<file path="config.mk">
export PLATFORM = sky130hd
export DESIGN_NAME = lcd_ctrl
export DESIGN_NICKNAME = d
export VERILOG_FILES = /design/src/rtl/lcd_ctrl.sv
export SDC_FILE = /design/constraint.sdc
export NUM_CORES = 1
export LEC_CHECK = 0
export BUFFER_PORTS_ARGS = -buffer_cell sky130_fd_sc_hd__clkbuf_2
export CORE_UTILIZATION = 45
export DETAILED_ROUTE_END_ITERATION = 8
export PLACE_DENSITY_LB_ADDON = 0.08
export SLEW_MARGIN = 30
export SYNTH_ARGS = -nofsm -noshare
export SYNTH_HDL_FRONTEND = slang
export SYNTH_SLANG_ARGS = --single-unit
</file>
<file path="constraint.sdc">
create_clock -name i_clk -period 7.35 [get_ports i_clk]
set_clock_uncertainty 0.05 [all_clocks]
set_input_delay 0.3675 -clock i_clk [delete_from_list [all_inputs] [get_ports i_clk]]
set_output_delay 0.3675 -clock i_clk [all_outputs]
set_load 0.05 [all_outputs]
</file>
<file path="src/rtl/lcd_ctrl.sv">
// lcd_ctrl: turns 32-bit LCD command words into HD44780 write cycles and
// runs the controller's power-up initialisation sequence after reset.
module lcd_ctrl #(
    parameter int T_POWERUP = 750000,
    parameter int T_SETUP   = 4,
    parameter int T_EN      = 25,
    parameter int T_HOLD    = 4,
    parameter int T_EXEC    = 2000,
    parameter int T_CLEAR   = 82000,
    parameter int CNT_W     = 20
) (
    input  logic        i_clk,
    input  logic        i_rst,
    input  logic [31:0] i_lcd_word,
    input  logic        i_lcd_valid,
    output logic        o_lcd_ready,
    output logic        o_lcd_on,
    output logic        o_lcd_en,
    output logic        o_lcd_rs,
    output logic        o_lcd_rw,
    output logic [7:0]  o_lcd_data,
    output logic [31:0] o_lcd_status
);
    typedef enum logic [2:0] {PWRUP, INIT_LOAD, SETUP, PULSE, HOLD, WAIT, IDLE} state_t;

    state_t           state, state_d;
    logic [CNT_W-1:0] cnt, cnt_d;
    logic [2:0]       idx, idx_d;
    logic [7:0]       data, data_d, rom;
    logic             init_done, init_done_d, rs, rs_d, on, on_d;
    logic             run, clear, cnt_zero, unused_bits;

    assign rom         = (idx < 3'd2) ? 8'h38 : (idx == 3'd2) ? 8'h0C : (idx == 3'd3) ? 8'h01 : 8'h06;
    // clear/home commands need the long execution wait
    assign clear       = ~rs && (data == 8'h01 || data == 8'h02 || data == 8'h03);
    assign cnt_zero    = cnt == '0;
    assign unused_bits = ^i_lcd_word[30:9];

    always_ff @(posedge i_clk or posedge i_rst) begin
        if (i_rst) begin
            state     <= PWRUP;
            cnt       <= '0;
            idx       <= '0;
            init_done <= 1'b0;
            rs        <= 1'b0;
            data      <= '0;
            on        <= 1'b0;
            run       <= 1'b0;
        end else begin
            state     <= state_d;
            cnt       <= cnt_d;
            idx       <= idx_d;
            init_done <= init_done_d;
            rs        <= rs_d;
            data      <= data_d;
            on        <= on_d;
            run       <= 1'b1;
        end
    end

    always_comb begin
        state_d     = state;
        cnt_d       = cnt_zero ? cnt : cnt - 1'b1;
        idx_d       = idx;
        init_done_d = init_done;
        rs_d        = rs;
        data_d      = data;
        on_d        = on;
        case (state)
            PWRUP: begin
                on_d  = 1'b1;
                cnt_d = cnt + 1'b1;
                if (cnt == CNT_W'(T_POWERUP - 1))
                    state_d = INIT_LOAD;
            end
            INIT_LOAD: begin
                rs_d    = 1'b0;
                data_d  = rom;
                state_d = SETUP;
                cnt_d   = CNT_W'(T_SETUP - 1);
            end
            SETUP: if (cnt_zero) begin
                state_d = PULSE;
                cnt_d   = CNT_W'(T_EN - 1);
            end
            PULSE: if (cnt_zero) begin
                state_d = HOLD;
                cnt_d   = CNT_W'(T_HOLD - 1);
            end
            HOLD: if (cnt_zero) begin
                state_d = WAIT;
                cnt_d   = clear ? CNT_W'(T_CLEAR - 1) : CNT_W'(T_EXEC - 1);
            end
            WAIT: if (cnt_zero) begin
                state_d = IDLE;
                if (!init_done) begin
                    idx_d       = idx + 1'b1;
                    init_done_d = idx == 3'd4;
                    state_d     = (idx == 3'd4) ? IDLE : INIT_LOAD;
                end
            end
            IDLE: if (i_lcd_valid) begin
                state_d = SETUP;
                cnt_d   = CNT_W'(T_SETUP - 1);
                on_d    = i_lcd_word[31];
                rs_d    = i_lcd_word[8];
                data_d  = i_lcd_word[7:0];
            end
            default: state_d = PWRUP;
        endcase
    end

    assign o_lcd_ready  = state == IDLE;
    assign o_lcd_en     = state == PULSE;
    assign o_lcd_rw     = 1'b0;
    assign o_lcd_on     = on;
    assign o_lcd_rs     = rs;
    assign o_lcd_data   = data;
    // busy is held low while in reset so the whole status word reads 0
    assign o_lcd_status = {16'd0, data, 6'd0, init_done, run & ~o_lcd_ready};
endmodule

</file>
==> results of run 1 <==
## critical path: stages, from the launching register on
cell	delay, ns
dfrtp_1	0.93
nor2_1	0.33
nor2_1	0.77
o21ai_0	0.49
nor4_1	0.35
nor3_1	0.08
a31oi_1	0.17
## sequential cells by signal, indices dropped and copies added (netlist names)
signal / flops
o_lcd_on: 1
o_lcd_data: 8
state: 3
cnt: 20
idx: 3
run: 1
o_lcd_rs: 1
init_done: 1
## routing by layer
layer | part of all wire (%) | global-route usage (%) | up-vias
li1 | - | - | 1362
met1 | 46 | 31.81 | 1362
met2 | 48 | 37.02 | 89
met3 | 4.3 | 3.369 | 14
met4 | 1.5 | 6.364 | 0
met5 | 0 | 0 | -
## logic make-up (layout without fill, tap and decap cells)
group,after synthesis,after routing,share of synthesized area [%]
simple gates,136,136,25.72
compound gates,113,113,22.79
buf+inv,69,57,12.64
flops,38,38,30.12
xor+xnor,14,14,3.884
fa+ha+maj,9,9,3.567
mux,3,3,1.030
other cells,2,24,0.2379
## worst max path at each step
stage / startpoint / to / slack, ns / cells past startpoint
4_1_cts: state[2] / o_lcd_ready / 4.15 / 3
3_3_place_gp: state[1] / cnt[18] / 4.22 / 6
5_1_grt: state[1] / cnt[18] / 3.87 / 6
2_1_floorplan: state[1] / o_lcd_status[0] / 4.86 / 4
3_5_place_dp: state[1] / cnt[18] / 4.22 / 6
6_report: state[1] / cnt[18] / 4.08 / 6
## power by group
group | switching (mW) | total (mW) | internal [mW] | leakage (nW)
logic | 0.0326 | 0.0359 | 0.00333 | 0.817
clock network | 0.0815 | 0.182 | 0.100 | 0.0579
registers | 0.0000748 | 0.209 | 0.209 | 0.462
## synthesized netlist by cell type, drive strengths merged (2+ instances only)
library cell	n
a211oi	6
a21boi	2
a21o	2
a21oi	30
a221oi	2
a22o	3
a311oi	4
a31o	2
a31oi	7
and2	3
and3	6
and4b	2
buf	43
clkbuf	13
conb	2
dfrtp	38
ha	9
inv	12
mux2	2
nand2	33
nand2b	4
nand3	14
nand4	7
nand4b	2
nor2	26
nor3	12
nor3b	6
nor4	11
nor4b	2
o211ai	5
o21ai	32
o22ai	5
o311ai	3
o31a	2
or3	4
xnor2	10
xor2	4
## layout make-up
| class | count | area, um2 | share of cell area (%) |
|---|---|---|---|
| multi-input cells | 299 | 1899 | 57.33 |
| flip-flops and latches | 38 | 950.9 | 28.70 |
| repair buffers | 36 | 185.2 | 5.589 |
| well taps | 96 | 120.1 | 3.625 |
| clock buffers | 5 | 68.82 | 2.077 |
| inverters | 13 | 48.80 | 1.473 |
| clock inverters | 3 | 40.04 | 1.208 |
## cells in the final DEF (no fill, tap or decap), types with 3 or more instances in the layout
cell type,synthesis,layout
a211oi_1,6,6
conb_1,2,24
clkbuf_8,0,5
xor2_1,4,4
a21oi_1,30,29
a311oi_1,4,4
nor4_4,3,3
nor3_1,11,11
dfrtp_1,38,38
nand4_1,6,6
nor3b_1,5,5
o211ai_1,5,5
xnor2_1,10,10
nand3_1,14,14
nor2_1,25,25
and3_1,6,6
o21ai_0,31,31
nand2_1,33,33
ha_1,9,9
nand2b_1,4,4
o22ai_1,5,5
or3_1,4,4
clkbuf_2,0,34
a31oi_1,7,7
and2_1,3,3
nor4_1,7,7
inv_1,11,11
a22o_1,3,3
## through the flow
| stage | worst slack (ns) | cell area [um2] | utilization [%] |
|---|---|---|---|
| floorplan | 4.855 | 3239 | - |
| global placement | 4.224 | 3194 | 47.02 |
| detailed placement | 4.219 | 3204 | 47.16 |
| CTS | 4.153 | 3313 | 48.77 |
| global route | 3.871 | 3313 | 48.77 |
| finish | 4.081 | 3313 | 48.77 |
==> results.toml, run 1 <==
[sta]
post-route-period-util_pct = 44.47
hold_slack_ns = 0.1169
slew_violations = 0
final_hold_viol_count = 0
relSlewSlack_pct = 39.53
setup_violations = 0
fin_crit_ns = 3.269
tns_ns = 0
rsz0062_at_grt = "no"
fmax_mhz = 305.9
max_slew.worst_pin.slew_ns = 0.9037

[grt]
grt_overflow_total = 0
gr-usage-all-layers_pct = 22.84
antenna_found_initial = 0
grt_max_degree = 39
grt_pass1_wl_um = 13240
grt_pass1_vias = 2652

[cts]
hold_buffers = 0
cts_setup_buffers = 0
cts_buffers = 5
cts_resized = 0
htreeDepth = 2
cts_buffer_depth = 2
worstSkewPairLatency_ns = 0.29
cts-root-buf = "clkbuf_8"
cts_sinks = 38
cts.reportedPaths.clkPinSlew_ns = 0.09
cts_tree = "yes"

[route]
route.detailed.drc = 0
vias = 2827
antenna_left = 0
drtIter0Drc = 239
finalWirelength_um = 7951
wl_per_cell_um = 16.23
drt_first_pass_iters = 4
post_drt_via_cell_ratio = 5.769

[synthesis]
synth_top_cell_by_area = "dfrtp_1"
synth_top_cells_by_area = "dfrtp_1, buf_4, o21ai_0"
ys_seq_elements = 38
synth-main-ff-cell = "dfrtp_1"
synthArstFlopShare_pct = 100.0
syn_area_per_cell_um2 = 8.221
synth_edf_count = 0
yosysUniqueCellTypes = 64
yosys_warnings = 0
yosysTopAreaCellShare_pct = 30.12
yosysSeqAreaShare_pct = 30.12
netlist_area_mm2 = 0.003157
netlist_instances = 384

[die]
rows = 30
core_area_mm2 = 0.006794
dieArea_mm2 = 0.007354
start_util_pct = 46.46
die_y_um = 85.76
pin_count = 80
die_w_um = 85.76

[cells_and_area]
drive_above_1_share_pct = 15.48
nets = 437
area_delta_synth_final_pct = 4.954
final_cells = 490
fillers = 692
num_antenna_cells = 0

[run]
maxCapViolCount = 0

[power_and_ir_drop]
ir_drop_v = 0.00008551
total_power_uw = 426.6
p_per_area_mw_per_mm2 = 128.8
leakagePower_nw = 1.337

[worst_setup_path]
r2r_slack_ns = 4.08
critPathLaunchType = "flip-flop"
end_kind = "flip-flop"
path_max_fanout = 27
reg2regPathDepth = 6
reg2reg_to = "cnt[18]"
r2r_start = "state[1]"
arrival_ns = 3.42
critical_path_class = "reg2reg"
required_ns = 7.50

[placed_design]
dp_cells = 482
dp_hpwl_um = 5489
port_buffers = 34
gp_congestion = 0.8955

[status]
status = "complete, no violations"

[hold_path]
hp-class = "in2async"
Note: power is estimated with default switching activity, not from simulation.
==> run 2, diff against run 1 <==
- ABC_AREA: not set -> 1
- clock period: 7.35 -> 3.3 ns (I/O delays scaled with it)
==> run 2 against run 1 <==
Sequential share of layout area decreased by 2.8 points. Critical endpoint is now cnt[0]. Combinational power increased by 120%. First-iteration DRC count decreased by 15%. Routed wire length increased by 13%. Worst setup slack got worse by 3.1 ns. Critical path depth increased by 4. Register-to-register slack got worse by 3.1 ns. Largest cell class unchanged. Synthesized area increased by 12%.
==> results.toml, run 2 <==
[worst_setup_path]
r2r_start = "cnt[0]"
reg2regPathDepth = 10
reg2reg_to = "cnt[0]"
r2r_slack_ns = 0.99
path_max_fanout = 20
arrival_ns = 2.46
critical_path_class = "reg2reg"
critPathLaunchType = "flip-flop"
required_ns = 3.44
end_kind = "flip-flop"

[die]
pin_count = 80
start_util_pct = 47.73
die_w_um = 90.64
core_area_mm2 = 0.007408
die_y_um = 90.64
rows = 31
dieArea_mm2 = 0.008216

[sta]
hold_slack_ns = 0.05028
slew_violations = 0
finalWorstSetupSlack_ns = 0.9875
max_slew.worst_pin.slew_ns = 0.5284
tns_ns = 0
post-route-period-util_pct = 70.08
fmax_mhz = 432.4
setup_violations = 0
fin_crit_ns = 2.313
rsz0062_at_grt = "no"
final_hold_viol_count = 0
relSlewSlack_pct = 64.45

[cells_and_area]
area_delta_synth_final_pct = 3.680
top_register = "cnt"
final_util_pct = 49.48
final_area_mm2 = 0.003666
final_cells = 652
drive_above_1_share_pct = 16.27
final_cell_mix = "nand2_1, nor2_1, nand3_1"
nets = 596
num_antenna_cells = 0
largest_reg_flops = 20
final_common_cell = "nand2_1"

[cts]
cts_tree = "yes"
worstSkewPairLatency_ns = 0.30
cts_buffers = 5
cts-root-buf = "clkbuf_8"
cts_setup_buffers = 0
htreeDepth = 2
cts_sinks = 38
cts_resized = 0
cts_buffer_depth = 2
hold_buffers = 0
cts.reportedPaths.clkPinSlew_ns = 0.08

[grt]
gr-usage-all-layers_pct = 23.17
grt_max_degree = 24
grt_overflow_total = 0
grt_pass1_vias = 3038
antenna_found_initial = 0
grt_pass1_wl_um = 15150

[synthesis]
netlist_area_mm2 = 0.003536
yosysTopAreaCellShare_pct = 26.89
ys_seq_elements = 38
synth_common_cells = "nand2_1, nor2_1, nand3_1, inv_1, dfrtp_1"
synth.most_common_cell = "nand2_1"
synthArstFlopShare_pct = 100.0
yosysUniqueCellTypes = 38
yosys_warnings = 0
synth_top_cells_by_area = "dfrtp_1, nand2_1, nand3_1"
syn_area_per_cell_um2 = 6.597
synth_top_cell_by_area = "dfrtp_1"
yosysSeqAreaShare_pct = 26.89
synth_edf_count = 0
netlist_instances = 536
synth-main-ff-cell = "dfrtp_1"

[route]
vias = 3317
finalWirelength_um = 9003
antenna_left = 0
drtIter0Drc = 203
wl_per_cell_um = 13.81
drt_first_pass_iters = 5
route.detailed.drc = 0
post_drt_via_cell_ratio = 5.087

[placed_design]
postPlaceCellArea_mm2 = 0.003561
gp_congestion = 0.9108
port_buffers = 34
dp_cells = 643
pre_cts_ws_ns = 0.9876
dp_hpwl_um = 6898

[run]
maxCapViolCount = 0

[power_and_ir_drop]
p_per_area_mw_per_mm2 = 247.1
total_power_uw = 905.7
leakagePower_nw = 1.941
ir_drop_v = 0.0001225

[hold_path]
hold_depth = 3
hp-class = "in2reg"
min-delay-start = "i_lcd_word[5]"
hold_path_end = "o_lcd_data[5]"

[status]
status = "complete, no violations"
[run 2: final cells by class]
cell class | count | area [um2]
Fill cell | 828 | 3742
Multi-Input combinational cell | 412 | 2083
Sequential cell | 38 | 950.9
Inverter | 58 | 217.7
Timing Repair Buffer | 37 | 195.2
Tap cell | 99 | 123.9
Clock buffer | 6 | 82.58
Clock inverter | 2 | 12.51
[run 2: how the worst max path moves through the flow]
stage	to	start	cells past startpoint	slack [ns]
after floorplan	cnt[0]	cnt[0]	11	1.26
after global placement	cnt[0]	cnt[0]	10	1.01
after global routing	cnt[0]	cnt[0]	10	0.81
after CTS	cnt[0]	cnt[0]	10	0.97
final	cnt[0]	cnt[0]	10	0.99
after detailed placement	cnt[0]	cnt[0]	10	0.99
[run 2: report_power, final]
group | internal [mW] | total (mW) | leakage, nW | switching (mW)
logic | 0.00746 | 0.0803 | 1.41 | 0.0729
registers | 0.466 | 0.466 | 0.479 | 0.000126
clock network | 0.168 | 0.360 | 0.0472 | 0.191
total | 0.642 | 0.906 | 1.94 | 0.264
[run 2: critical path, stage by stage, from the launching register on]
cell	delay (ns)
dfrtp_1	0.47
inv_1	0.17
ha_1	0.20
nand2_1	0.07
nor2_2	0.17
nand3_4	0.29
ha_1	0.41
nand2_1	0.05
nand2_1	0.06
o211ai_1	0.08
o21a_1	0.18
[run 2: cell families (layout without fill, tap and decap cells)]
group                    Yosys count  in the layout  synth area share [%]
buffers and inverters            108            103                 16.52
AO/OA/AOI/OAI                     46             46                 7.502
XOR/XNOR                          12             12                 2.972
other                              2             24                0.2124
adder cells (fa/ha/maj)            9              9                 3.185
flip-flops                        38             38                 26.89
AND/OR/NAND/NOR                  321            321                 42.71
[run 2: per-layer routing]
layer  GRT usage, %  part of all wire (%)  vias up
met3          3.704                   5.5        7
met5              0                     0        -
li1               -                     -     1679
met2          37.06                    46      106
met1          32.48                    47     1525
met4          5.645                   1.0        0
==> run 3, diff against run 2 <==
- ABC_AREA: 1 -> 0
- clock period: 3.3 -> 2.4 ns (I/O delays scaled with it)
==> run 3 against run 2 <==
Sequential power grew 38%. First-iteration DRC count shrank 12%. Power grew 36%. Cell count shrank 17%. Combinational power grew 43%. Cell area grew 0.89%. Flip-flop and latch count is the same. Non-clock buffer count grew 48. Worst setup slack lost 0.86 ns. Largest cell class unchanged. Largest power group unchanged.
==> results.toml, run 3 (same netlist as run 1, synthesis figures left out) <==
[status]
status = "complete, no violations"

[die]
core_area_mm2 = 0.006794
dieArea_mm2 = 0.007354
start_util_pct = 46.46
die_w_um = 85.76
rows = 30
pin_count = 80
die_y_um = 85.76

[placed_design]
gp_congestion = 0.8734
dp_hpwl_um = 6277
port_buffers = 34
pre_cts_ws_ns = 0.09805

[route]
wl_per_cell_um = 15.50
finalWirelength_um = 8352
route.detailed.drc = 0
antenna_left = 0
post_drt_via_cell_ratio = 5.579
drt_first_pass_iters = 5
drtIter0Drc = 178
vias = 3007

[power_and_ir_drop]
swShare_pct = 28.28
pwr-share-comb_pct = 9.3
intPower_uw = 886.1
total_power_mw = 1.236
p_seq_share_pct = 51.8
pwr-share-clk_pct = 38.8
p_per_area_mw_per_mm2 = 334.1
p_switching_uw = 349.4
ir_drop_v = 0.0001989
leakagePower_nw = 1.574

[grt]
grt_overflow_total = 0
antenna_found_initial = 0
gr-usage-all-layers_pct = 24.30
grt_pass1_vias = 2839
grt_max_degree = 39
grt_pass1_wl_um = 14130

[cells_and_area]
area_delta_synth_final_pct = 17.16
nets = 486
top_register = "cnt"
final_common_cell = "buf_4"
final_cell_mix = "buf_4, dfrtp_1, clkbuf_2"
largest_reg_flops = 20
num_antenna_cells = 0
drive_above_1_share_pct = 24.60
fillers = 656

[worst_setup_path]
arrival_ns = 2.40
required_ns = 2.52
critPathLaunchType = "flip-flop"
slowest_delay_ns = 0.58
cpMaxStageDelayCell = "or4_4"
crit_family = "simple AND/OR/NAND/NOR gates"
path_max_fanout = 7
crit_buf_inv = 0
critical_path_class = "reg2reg"
end_kind = "flip-flop"
cp-startpoint = "cnt[4]"
r2r_start = "cnt[4]"
cp_cell_sequence = "or4_4, nor3_4, a21boi_1, nand3_1, a21oi_1, or3_1"

[cts]
cts-root-buf = "clkbuf_8"
cts.reportedPaths.clkPinSlew_ns = 0.08
cts_tree = "yes"
htreeDepth = 2
cts_sinks = 38
cts_buffer_depth = 2
worstSkewPairLatency_ns = 0.29
cts_buffers = 5

[sta]
setup_violations = 0
post-route-period-util_pct = 94.73
fin_crit_ns = 2.274
slew_violations = 0
final_hold_viol_count = 0
relSlewSlack_pct = 48.52
fmax_mhz = 439.8
max_slew.worst_pin.slew_ns = 0.7706
finalWorstSetupSlack_ns = 0.1265

[hold_path]
min-delay-start = "i_lcd_word[1]"
hp-class = "in2reg"

[run]
maxCapViolCount = 0
==> run 3: cell types whose count changed in the layout (fill, tap and decap cells not counted), moves of 10 or more <==
cell     delta
nand3_1    -42
buf_4      +45
inv_2      -10
nand2_1   -112
inv_1      -36
a21oi_1    +13
o21ai_0    +21
nor2_1     -44
==> run 3: final timing paths <==
check / slack, ns / endpoint / depth (start not counted)
min reg2reg: 0.47 / o_lcd_rs / 2
max in group asynchronous: 1.49 / cnt[1] / 4
max reg2reg: 0.13 / cnt[14] / 6
max: 0.13 / cnt[14] / 6
min: 0.06 / o_lcd_data[1] / 3
min in group asynchronous: 0.43 / cnt[19] / 4
==> run 3: worst reg2reg max path: cells and delay by family (launching register included) <==
family          cells  cell delay (ns)
simple gates        4             1.29
flops               1             0.45
compound gates      2             0.36
==> run 3: metrics by stage <==
stage / cells / hold WS, ns / setup TNS (ns) / area [um2] / util [%]
final: 539 / 0.05747 / 0 / 3699 / 54.44
after floorplan: 406 / 0.2060 / 0 / 3239 / -
after global placement: 526 / 0.2109 / 0 / 3540 / 52.10
after global routing: 539 / 0.08225 / -0.01047 / 3699 / 54.44
after detailed placement: 526 / 0.2112 / 0 / 3540 / 52.10
after CTS: 538 / 0.06122 / 0 / 3675 / 54.09
==> run 3: layout make-up <==
type	count	area [um2]	share of cell area (%)
Inverter	13	48.80	1.319
Sequential cell	38	952.2	25.74
Clock buffer	6	82.58	2.233
Clock inverter	2	12.51	0.3383
Multi-Input combinational cell	299	1904	51.49
Timing Repair Buffer	85	578.1	15.63
Tap cell	96	120.1	3.248
==> run 3: what timing repair did <==
item / in CTS / in global routing
setup endpoints to repair: 0 / 7
endpoints found under the hold margin: 41 / 0
hold buffers: 4 / 0
gates resized for setup: 0 / 5
setup buffers: 0 / 1
==> run 3: metal layers <==
layer	routed length (um)	vias to the layer above	track usage, %
met2	3891	106	39.85
met4	150	0	6.515
met1	3865	1417	33.78
met5	0	-	0
li1	-	1465	-
met3	445	19	3.272
==> run 3: power groups by stage <==
stage | registers, mW | logic (mW) | clock network, mW
floorplan | 0.653 | 0.123 | 0
global placement | 0.653 | 0.111 | 0
detailed placement | 0.653 | 0.111 | 0
CTS | 0.641 | 0.116 | 0.493
global route | 0.641 | 0.123 | 0.522
finish | 0.641 | 0.115 | 0.480
